<file path="config.mk">
export PLATFORM = sky130hd
export DESIGN_NAME = umi_rr_arbiter
export DESIGN_NICKNAME = d
export VERILOG_FILES = /design/src/rtl/umi_rr_arbiter_pkg.sv /design/src/rtl/umi_rr_pick.sv /design/src/rtl/umi_rr_arbiter.sv
export SDC_FILE = /design/constraint.sdc
export NUM_CORES = 1
export LEC_CHECK = 0
export BUFFER_PORTS_ARGS = -buffer_cell sky130_fd_sc_hd__buf_2
export CAP_MARGIN = 20
export CELL_PAD_IN_SITES_DETAIL_PLACEMENT = 1
export CELL_PAD_IN_SITES_GLOBAL_PLACEMENT = 1
export CORE_AREA = 8 8 480 482
export DETAILED_ROUTE_END_ITERATION = 6
export DIE_AREA = 0 0 488 490
export GPL_TIMING_DRIVEN = 0
export PLACE_DENSITY = 0.31
export SLEW_MARGIN = 30
export SYNTH_ARGS = -nofsm -noshare
export SYNTH_HDL_FRONTEND = slang
export SYNTH_SLANG_ARGS = --single-unit
</file>
<file path="constraint.sdc">
create_clock -name clk -period 2.03 [get_ports clk]
set_input_delay 0.406 -clock clk [delete_from_list [all_inputs] [get_ports clk]]
set_output_delay 0.406 -clock clk [all_outputs]
set_load 0.01 [all_outputs]
</file>
<file path="src/rtl/umi_rr_arbiter_pkg.sv">
// Shared UMI constants: default stream count and field widths for UMI blocks.
package umi_rr_arbiter_pkg;

    localparam int unsigned UmiNin      = 2;
    localparam int unsigned UmiDw       = 256;
    localparam int unsigned UmiAw       = 64;
    localparam int unsigned UmiCw       = 32;
    localparam int unsigned UmiMaxBurst = 1;

endpackage

</file>
<file path="src/rtl/umi_rr_pick.sv">
// Combinational round-robin picker: first set req bit after ptr, wrapping modulo NIN.
module umi_rr_pick #(
    parameter int unsigned NIN = 2,
    localparam int unsigned IW = $clog2(NIN)
) (
    input  logic [NIN-1:0] req,
    input  logic [IW-1:0]  ptr,
    output logic [NIN-1:0] gnt,
    output logic [IW-1:0]  idx
);

    logic          found;
    logic [IW-1:0] pos;

    // Scan ptr+1, ptr+2, ... ptr+NIN (ptr itself last) and take the first requester.
    always_comb begin
        gnt   = '0;
        idx   = '0;
        found = 1'b0;
        pos   = '0;
        for (int unsigned k = 1; k <= NIN; k++) begin
            pos = IW'((32'(ptr) + k) % NIN);
            if (!found && req[pos]) begin
                found    = 1'b1;
                gnt[pos] = 1'b1;
                idx      = pos;
            end
        end
    end

endmodule

</file>
<file path="src/rtl/umi_rr_arbiter.sv">
// Round-robin merge of NIN single-beat UMI streams onto one registered UMI output,
// with an optional burst lock that keeps the current winner for up to MAXBURST beats.
module umi_rr_arbiter
    import umi_rr_arbiter_pkg::*;
#(
    parameter int unsigned NIN      = UmiNin,
    parameter int unsigned DW       = UmiDw,
    parameter int unsigned AW       = UmiAw,
    parameter int unsigned CW       = UmiCw,
    parameter int unsigned MAXBURST = UmiMaxBurst
) (
    input  logic              clk,
    input  logic              rst,
    input  logic [NIN-1:0]    umi_in_valid,
    input  logic [NIN*CW-1:0] umi_in_cmd,
    input  logic [NIN*AW-1:0] umi_in_dstaddr,
    input  logic [NIN*AW-1:0] umi_in_srcaddr,
    input  logic [NIN*DW-1:0] umi_in_data,
    output logic [NIN-1:0]    umi_in_ready,
    output logic              umi_out_valid,
    output logic [CW-1:0]     umi_out_cmd,
    output logic [AW-1:0]     umi_out_dstaddr,
    output logic [AW-1:0]     umi_out_srcaddr,
    output logic [DW-1:0]     umi_out_data,
    input  logic              umi_out_ready
);

    localparam int unsigned IW   = $clog2(NIN);
    localparam int unsigned CntW = $clog2(MAXBURST + 1);

    logic            out_valid_q;
    logic [CW-1:0]   out_cmd_q;
    logic [AW-1:0]   out_dstaddr_q;
    logic [AW-1:0]   out_srcaddr_q;
    logic [DW-1:0]   out_data_q;
    logic [IW-1:0]   last_grant_q;
    logic [CntW-1:0] burst_cnt_q;

    logic            room;
    logic            lock;
    logic            take;
    logic [IW-1:0]   sel;
    logic [IW-1:0]   pick_idx;
    logic [NIN-1:0]  pick_gnt;

    umi_rr_pick #(
        .NIN(NIN)
    ) u_pick (
        .req(umi_in_valid),
        .ptr(last_grant_q),
        .gnt(pick_gnt),
        .idx(pick_idx)
    );

    assign room = ~out_valid_q | umi_out_ready;
    // burst_cnt==0 only between reset and the first grant; no burst is in progress then,
    // so the lock stays off and input 0 wins first.
    assign lock = (burst_cnt_q != '0) & (burst_cnt_q < CntW'(MAXBURST))
                & umi_in_valid[last_grant_q];
    assign sel  = lock ? last_grant_q : pick_idx;
    assign take = room & umi_in_valid[sel];

    // Grant the selected input only; the picker one-hot equals sel whenever lock is off.
    always_comb begin
        umi_in_ready = '0;
        if (take) begin
            umi_in_ready = lock ? (NIN'(1) << last_grant_q) : pick_gnt;
        end
    end

    // Output register, round-robin pointer and burst counter.
    always_ff @(posedge clk) begin
        if (rst) begin
            out_valid_q   <= 1'b0;
            out_cmd_q     <= '0;
            out_dstaddr_q <= '0;
            out_srcaddr_q <= '0;
            out_data_q    <= '0;
            last_grant_q  <= IW'(NIN - 1);
            burst_cnt_q   <= '0;
        end else begin
            if (room) begin
                out_valid_q <= take;
            end
            if (take) begin
                out_cmd_q     <= umi_in_cmd[32'(sel) * CW +: CW];
                out_dstaddr_q <= umi_in_dstaddr[32'(sel) * AW +: AW];
                out_srcaddr_q <= umi_in_srcaddr[32'(sel) * AW +: AW];
                out_data_q    <= umi_in_data[32'(sel) * DW +: DW];
                if (sel == last_grant_q) begin
                    if (burst_cnt_q < CntW'(MAXBURST)) begin
                        burst_cnt_q <= burst_cnt_q + CntW'(1);
                    end
                end else begin
                    burst_cnt_q  <= CntW'(1);
                    last_grant_q <= sel;
                end
            end
        end
    end

    assign umi_out_valid   = out_valid_q;
    assign umi_out_cmd     = out_cmd_q;
    assign umi_out_dstaddr = out_dstaddr_q;
    assign umi_out_srcaddr = out_srcaddr_q;
    assign umi_out_data    = out_data_q;

endmodule
</file>
# == After elaboration in Yosys (flattened, before gate mapping) ==
# Index checks and enable logic that the tools add are counted.
# op_classes
order_cmp,7
muxes,22
n_reduce_logical,6
eq_ne,2
shift,5
bitwise,7
add_sub_neg,3
# ops
operator,count
indexed part select 512 x 10 -> 256 bit,1
indexed part select 128 x 8 -> 64 bit,2
indexed part select 64 x 7 -> 32 bit,1
two-way mux 1 bit,16
< comparator 1 x 2 -> 1 bit (second input constant),4
two-way mux 2 bit,4
AND reduction 2 bit,2
adder 1 bit (second input constant),3
bitwise AND 1 bit,3
logical AND 1 bit,3
demux 1 bit (select 1 bit),2
>= comparator 1 bit (second input constant),2
!= test 2 x 1 -> 1 bit (second input constant),1
NOT 1 bit,2
OR 2 bit,1
<< shifter 1 x 1 -> 2 bit (first input constant),1
== test 1 bit,1
zero test 1 bit,1
< comparator 1 bit (second input constant),1
OR 1 bit,1
# word_totals
out_inout_bits,419
wordCells,59
regBits,419

# == Depth between registers and ports, before layout ==
# logic_depth
ltp_word,12
depth_mapped,7
mapped_depth_nobuf,3

# == Hierarchy ==
# Synthesis repeated with hierarchy kept, for this count alone.
# hier_totals
cells_unflattened,1913
hier_area_um2,20397.1
# by_module_without_submodules
module,cells_each,area_each_um2,n_inst,seq_area_each_um2
umi_rr_arbiter,1909,20370.8,1,8368.0
umi_rr_pick,4,26.3,1,0.0

# == Worst setup path after synthesis ==
# OpenSTA, ideal clock, no wires.
# synth_timing
path_kind,input-to-output
from,input umi_in_valid[1]
to,output umi_in_ready[1]
t_arrival_ns,1.208
n_path_buf,3
stages,4
path_slack_ns,0.416
required_ns,1.624
cell_sequence,buf_4 buf_2 buf_1 and3_1
# synth_between
elab_chain_cells,11
# synth_rtl
element,line,text
"start, declared",umi_rr_arbiter.sv:14,"input logic [NIN-1:0] umi_in_valid,"
two-way mux 1 bit (not written as such) (2 in a row),umi_rr_pick.sv:23,if (!found && req[pos]) begin
two-way mux 1 bit,umi_rr_pick.sv:23,
zero test 1 bit,umi_rr_pick.sv:23,
logical AND 1 bit,umi_rr_pick.sv:23,
two-way mux 1 bit,umi_rr_pick.sv:23,
two-way mux 1 bit,umi_rr_arbiter.sv:60,assign sel = lock ? last_grant_q : pick_idx;
two-way mux 1 bit (not written as such) (2 in a row),umi_rr_arbiter.sv:61,assign take = room & umi_in_valid[sel];
bitwise AND 1 bit,umi_rr_arbiter.sv:61,
two-way mux 2 bit (*),umi_rr_arbiter.sv:66,if (take) begin
"end, declared",umi_rr_arbiter.sv:19,"output logic [NIN-1:0] umi_in_ready,"
# Every way passes the cells marked *; elsewhere a longest branch is shown, timed or not. The select of a mux whose other input is x is not followed.

# == Worst setup path in the final report ==
# layout_timing
from,"register out_valid_q, in the netlist umi_out_valid"
to,output umi_in_ready[1]
# layout_between
elab_chain_cells,4
# layout_rtl
element,line,text
"start, declared",umi_rr_arbiter.sv:31,logic out_valid_q;
"start signal, assigned",umi_rr_arbiter.sv:83,out_valid_q <= take;
NOT 1 bit,umi_rr_arbiter.sv:55,assign room = ~out_valid_q | umi_out_ready;
OR 1 bit,umi_rr_arbiter.sv:55,
bitwise AND 1 bit,umi_rr_arbiter.sv:61,
two-way mux 2 bit,umi_rr_arbiter.sv:66,
# Every way passes these cells.

==> results.sh <==
export IMPL_outcome="finished, violations left"
export IMPL_violations="negative setup slack"
export IMPL_crit_family="buffers and inverters"
export IMPL_worst_pin_slew_ns=0.921
export IMPL_cpMostUsedCell="buf_12"
export IMPL_clk_pin_slew_worst_paths_ns=0.06
export IMPL_grtUsageTotal_pct=18.3
export IMPL_slew_headroom_pct=38.6
export IMPL_hold_class="primary input to register"
export IMPL_post_route_period_util_pct=102
export IMPL_grt_pass1_wl_um=312000
export IMPL_die_w_um=488
export IMPL_fin_ws_ns=-0.0404
export IMPL_use_met3_pct=5.88
export IMPL_synthDistinctLibCells=18
export IMPL_nFillCells=26700
export IMPL_wl_per_cell_um=29.8
export IMPL_fin_skew_ns=0.0300
export IMPL_critical_path_class="register to output pin"
export IMPL_crit_path_start_kind="register"
export IMPL_synthCells=2510
export IMPL_netlist_area_mm2=0.0204
export IMPL_finalNetCount=5457
export IMPL_grtUsageMet2_pct=31.7
export IMPL_postPlaceCellArea_mm2=0.0305
export IMPL_vias=32000
export IMPL_drc_errors=0
export IMPL_ctsRootBufferMaster="clkbuf_16"
export IMPL_ant_nets=0
export IMPL_yosysWarnings=0
export IMPL_antenna_found_initial=82
export IMPL_synth_adder_area_share_pct=0
export IMPL_leakagePower_nw=16.4
export IMPL_cp_end_kind="output pin"
export IMPL_numCtsBuffers=68
export IMPL_synth_mux_area_fraction_pct=0
export IMPL_drt_total_wl_um=230000
export IMPL_final_area_mm2=0.0409
export IMPL_area_delta_synth_final_pct=100
export IMPL_cap_violations=0
export IMPL_synth_xor_area_share_pct=0
export IMPL_std_cell_rows=174
export IMPL_synth_fp_nets=3347
export IMPL_ys_ff_latch=418
export IMPL_grt_use_met1_pct=21.7
export IMPL_syn_area_per_cell_um2=8.14
export IMPL_htree_levels=3
export IMPL_grt_pass1_vias=35500
export IMPL_path_cells="nand2b_4 > buf_12 > buf_12 > and3_4 > buf_6"
export IMPL_synth_top_family_by_area="simple AND/OR/NAND/NOR gates"
export IMPL_timing_rr_start="last_grant_q$_SDFFE_PP1P_"
export IMPL_setup_violations=2
export IMPL_power_density_mw_per_mm2=713
export IMPL_clockBufferDepth=3
export IMPL_min_period_ns=2.07
export IMPL_max_freq_mhz=483
export IMPL_clock_sinks=418
export IMPL_gp_congestion=0.838
export IMPL_layout_drive_gt1_share_pct=35.6
export IMPL_fin_cells=7718
export IMPL_synth_seq_area_share_pct=41.0
export IMPL_grt_max_degree=20
export IMPL_max_vdd_ir_drop_v=0.000480
export IMPL_core_area_mm2=0.223
export IMPL_dp_slack_ns=-0.768
export IMPL_synth_compound_gate_area_share_pct=23.0
export IMPL_cts_tree="built"
export IMPL_final_hold_violation_count=0
export IMPL_final_common_cell="buf_2"
export IMPL_hold_start="umi_in_data[168]"
export IMPL_die_area_mm2=0.239
export IMPL_cp_max_fo=4
export IMPL_worst_path_buf_inv=3
export IMPL_boundaryPins=1256
export IMPL_finalMaxSlewViolations=0
export IMPL_cp_slowest_cell="dfxtp_4"
export IMPL_synth_simple_area_share_pct=25.8
export IMPL_cp_required_ns=1.62
export IMPL_dp_hpwl_um=184000
export IMPL_grt_busiest_layer="met2"
export IMPL_vias_per_cell=4.15
export IMPL_fp_dieH_um=490
export IMPL_clk_latency_ns=0.67
export IMPL_p_total_mw=29.2
export IMPL_gr_total_overflow=0
export IMPL_drtIter0Drc=1562
export IMPL_crit_start="umi_out_valid$_SDFFE_PP0P_"
export IMPL_initial_core_util_pct=9.15
export IMPL_io_buffers=1252
export IMPL_placed_cells=6756
export IMPL_mostFrequentLayoutCells="buf_2, nand4_1, dlygate4sd3_1"
export IMPL_cpPeakStageDelay_ns=0.36
export IMPL_first_pass_iters=5
export IMPL_cp_arrival_ns=1.66
export IMPL_rsz0062_at_grt="true"
## cell families (layout without fill, tap and decap cells)
logic type / after synthesis / count (layout)
DFF: 418 / 418
and+or+nand+nor: 840 / 840
AOI/OAI and AO/OA: 835 / 835
other: 0 / 52
buffers and inverters: 417 / 2581
## final cells by class
cell class	instances	area (µm²)	share of cell area (%)
repair buffers	2047	14300	34.8
multi-input cells	1675	9990	24.4
flip-flops and latches	418	8380	20.5
well taps	2992	3740	9.15
plain buffers	410	2190	5.36
clock buffers	111	2110	5.15
clock inverters	13	130	0.318
diodes	52	130	0.318
## power breakdown
group | internal (mW) | leakage, nW | switching [mW]
Combinational | 2.99 | 11.9 | 4.44
Sequential | 8.87 | 3.45 | 0.475
Clock | 7.22 | 1.10 | 5.19
Total | 19.1 | 16.4 | 10.1
## state kept, by name (all words and copies together), names as in the netlist
name	flops
umi_out_data	256
umi_out_dstaddr	64
umi_out_srcaddr	64
umi_out_cmd	32
last_grant_q	1
umi_out_valid	1
## worst reg2reg max path, delay by kind of cell (launching register included)
kind	cells	cell delay (ns)
AND/OR/NAND/NOR	2	0.31
flip-flops	1	0.37
AO/OA/AOI/OAI	1	0.22
buffers and inverters	3	0.96
## layer usage
metal  wire length (µm)  part of all wire [%]
met5                114                 0.050
met4               5870                   2.6
met3              19300                   8.4
met2             111000                    48
met1              94500                    41
## timing repair
item	4_1_cts	5_1_grt
hold endpoints to repair	410	0
pin swaps	2	2
hold buffers	780	0
resized for setup	57	12
buffers inserted	8	4
endpoints found under the setup margin	347	19
## per-stage QoR
stage               hold WS (ns)  setup TNS (ns)  util (%)
floorplan                  0.517               0         -
global placement           0.487         -216.17      13.6
detailed placement         0.490         -118.90      13.7
CTS                     0.000219          -0.500      18.3
global route              0.0555          -0.409      18.3
finish                    0.0914         -0.0784      18.3
## cell usage after synthesis
master / count / share of area, %
nand4_1: 832 / 25
dfxtp_1: 418 / 41
a31oi_1: 416 / 13
o21ai_0: 267 / 6.5
buf_2: 234 / 5.7
o21ai_1: 149 / 3.7
clkbuf_1: 134 / 2.5
buf_6: 22 / 1.2
buf_4: 18 / 0.66
buf_1: 9 / 0.17
and3_1: 3 / 0.092
a21oi_1: 2 / 0.049
nand2_4: 1 / 0.055
nand2b_1: 1 / 0.031
nand2b_2: 1 / 0.043
nor2_4: 1 / 0.055
nor2b_1: 1 / 0.031
o21bai_1: 1 / 0.037
## final timing paths
path | to | slack, ns | cells past startpoint
worst max-delay path | umi_in_ready[1] | -0.04 | 5
worst min-delay path | umi_out_data[168]$_SDFFE_PP0P_ | 0.09 | 3
worst max register to register | umi_out_data[255]$_SDFFE_PP0P_ | 0.08 | 6
worst min register to register | umi_out_srcaddr[63]$_SDFFE_PP0P_ | 0.50 | 2
No activity file was read; power rests on OpenSTA's default activity.
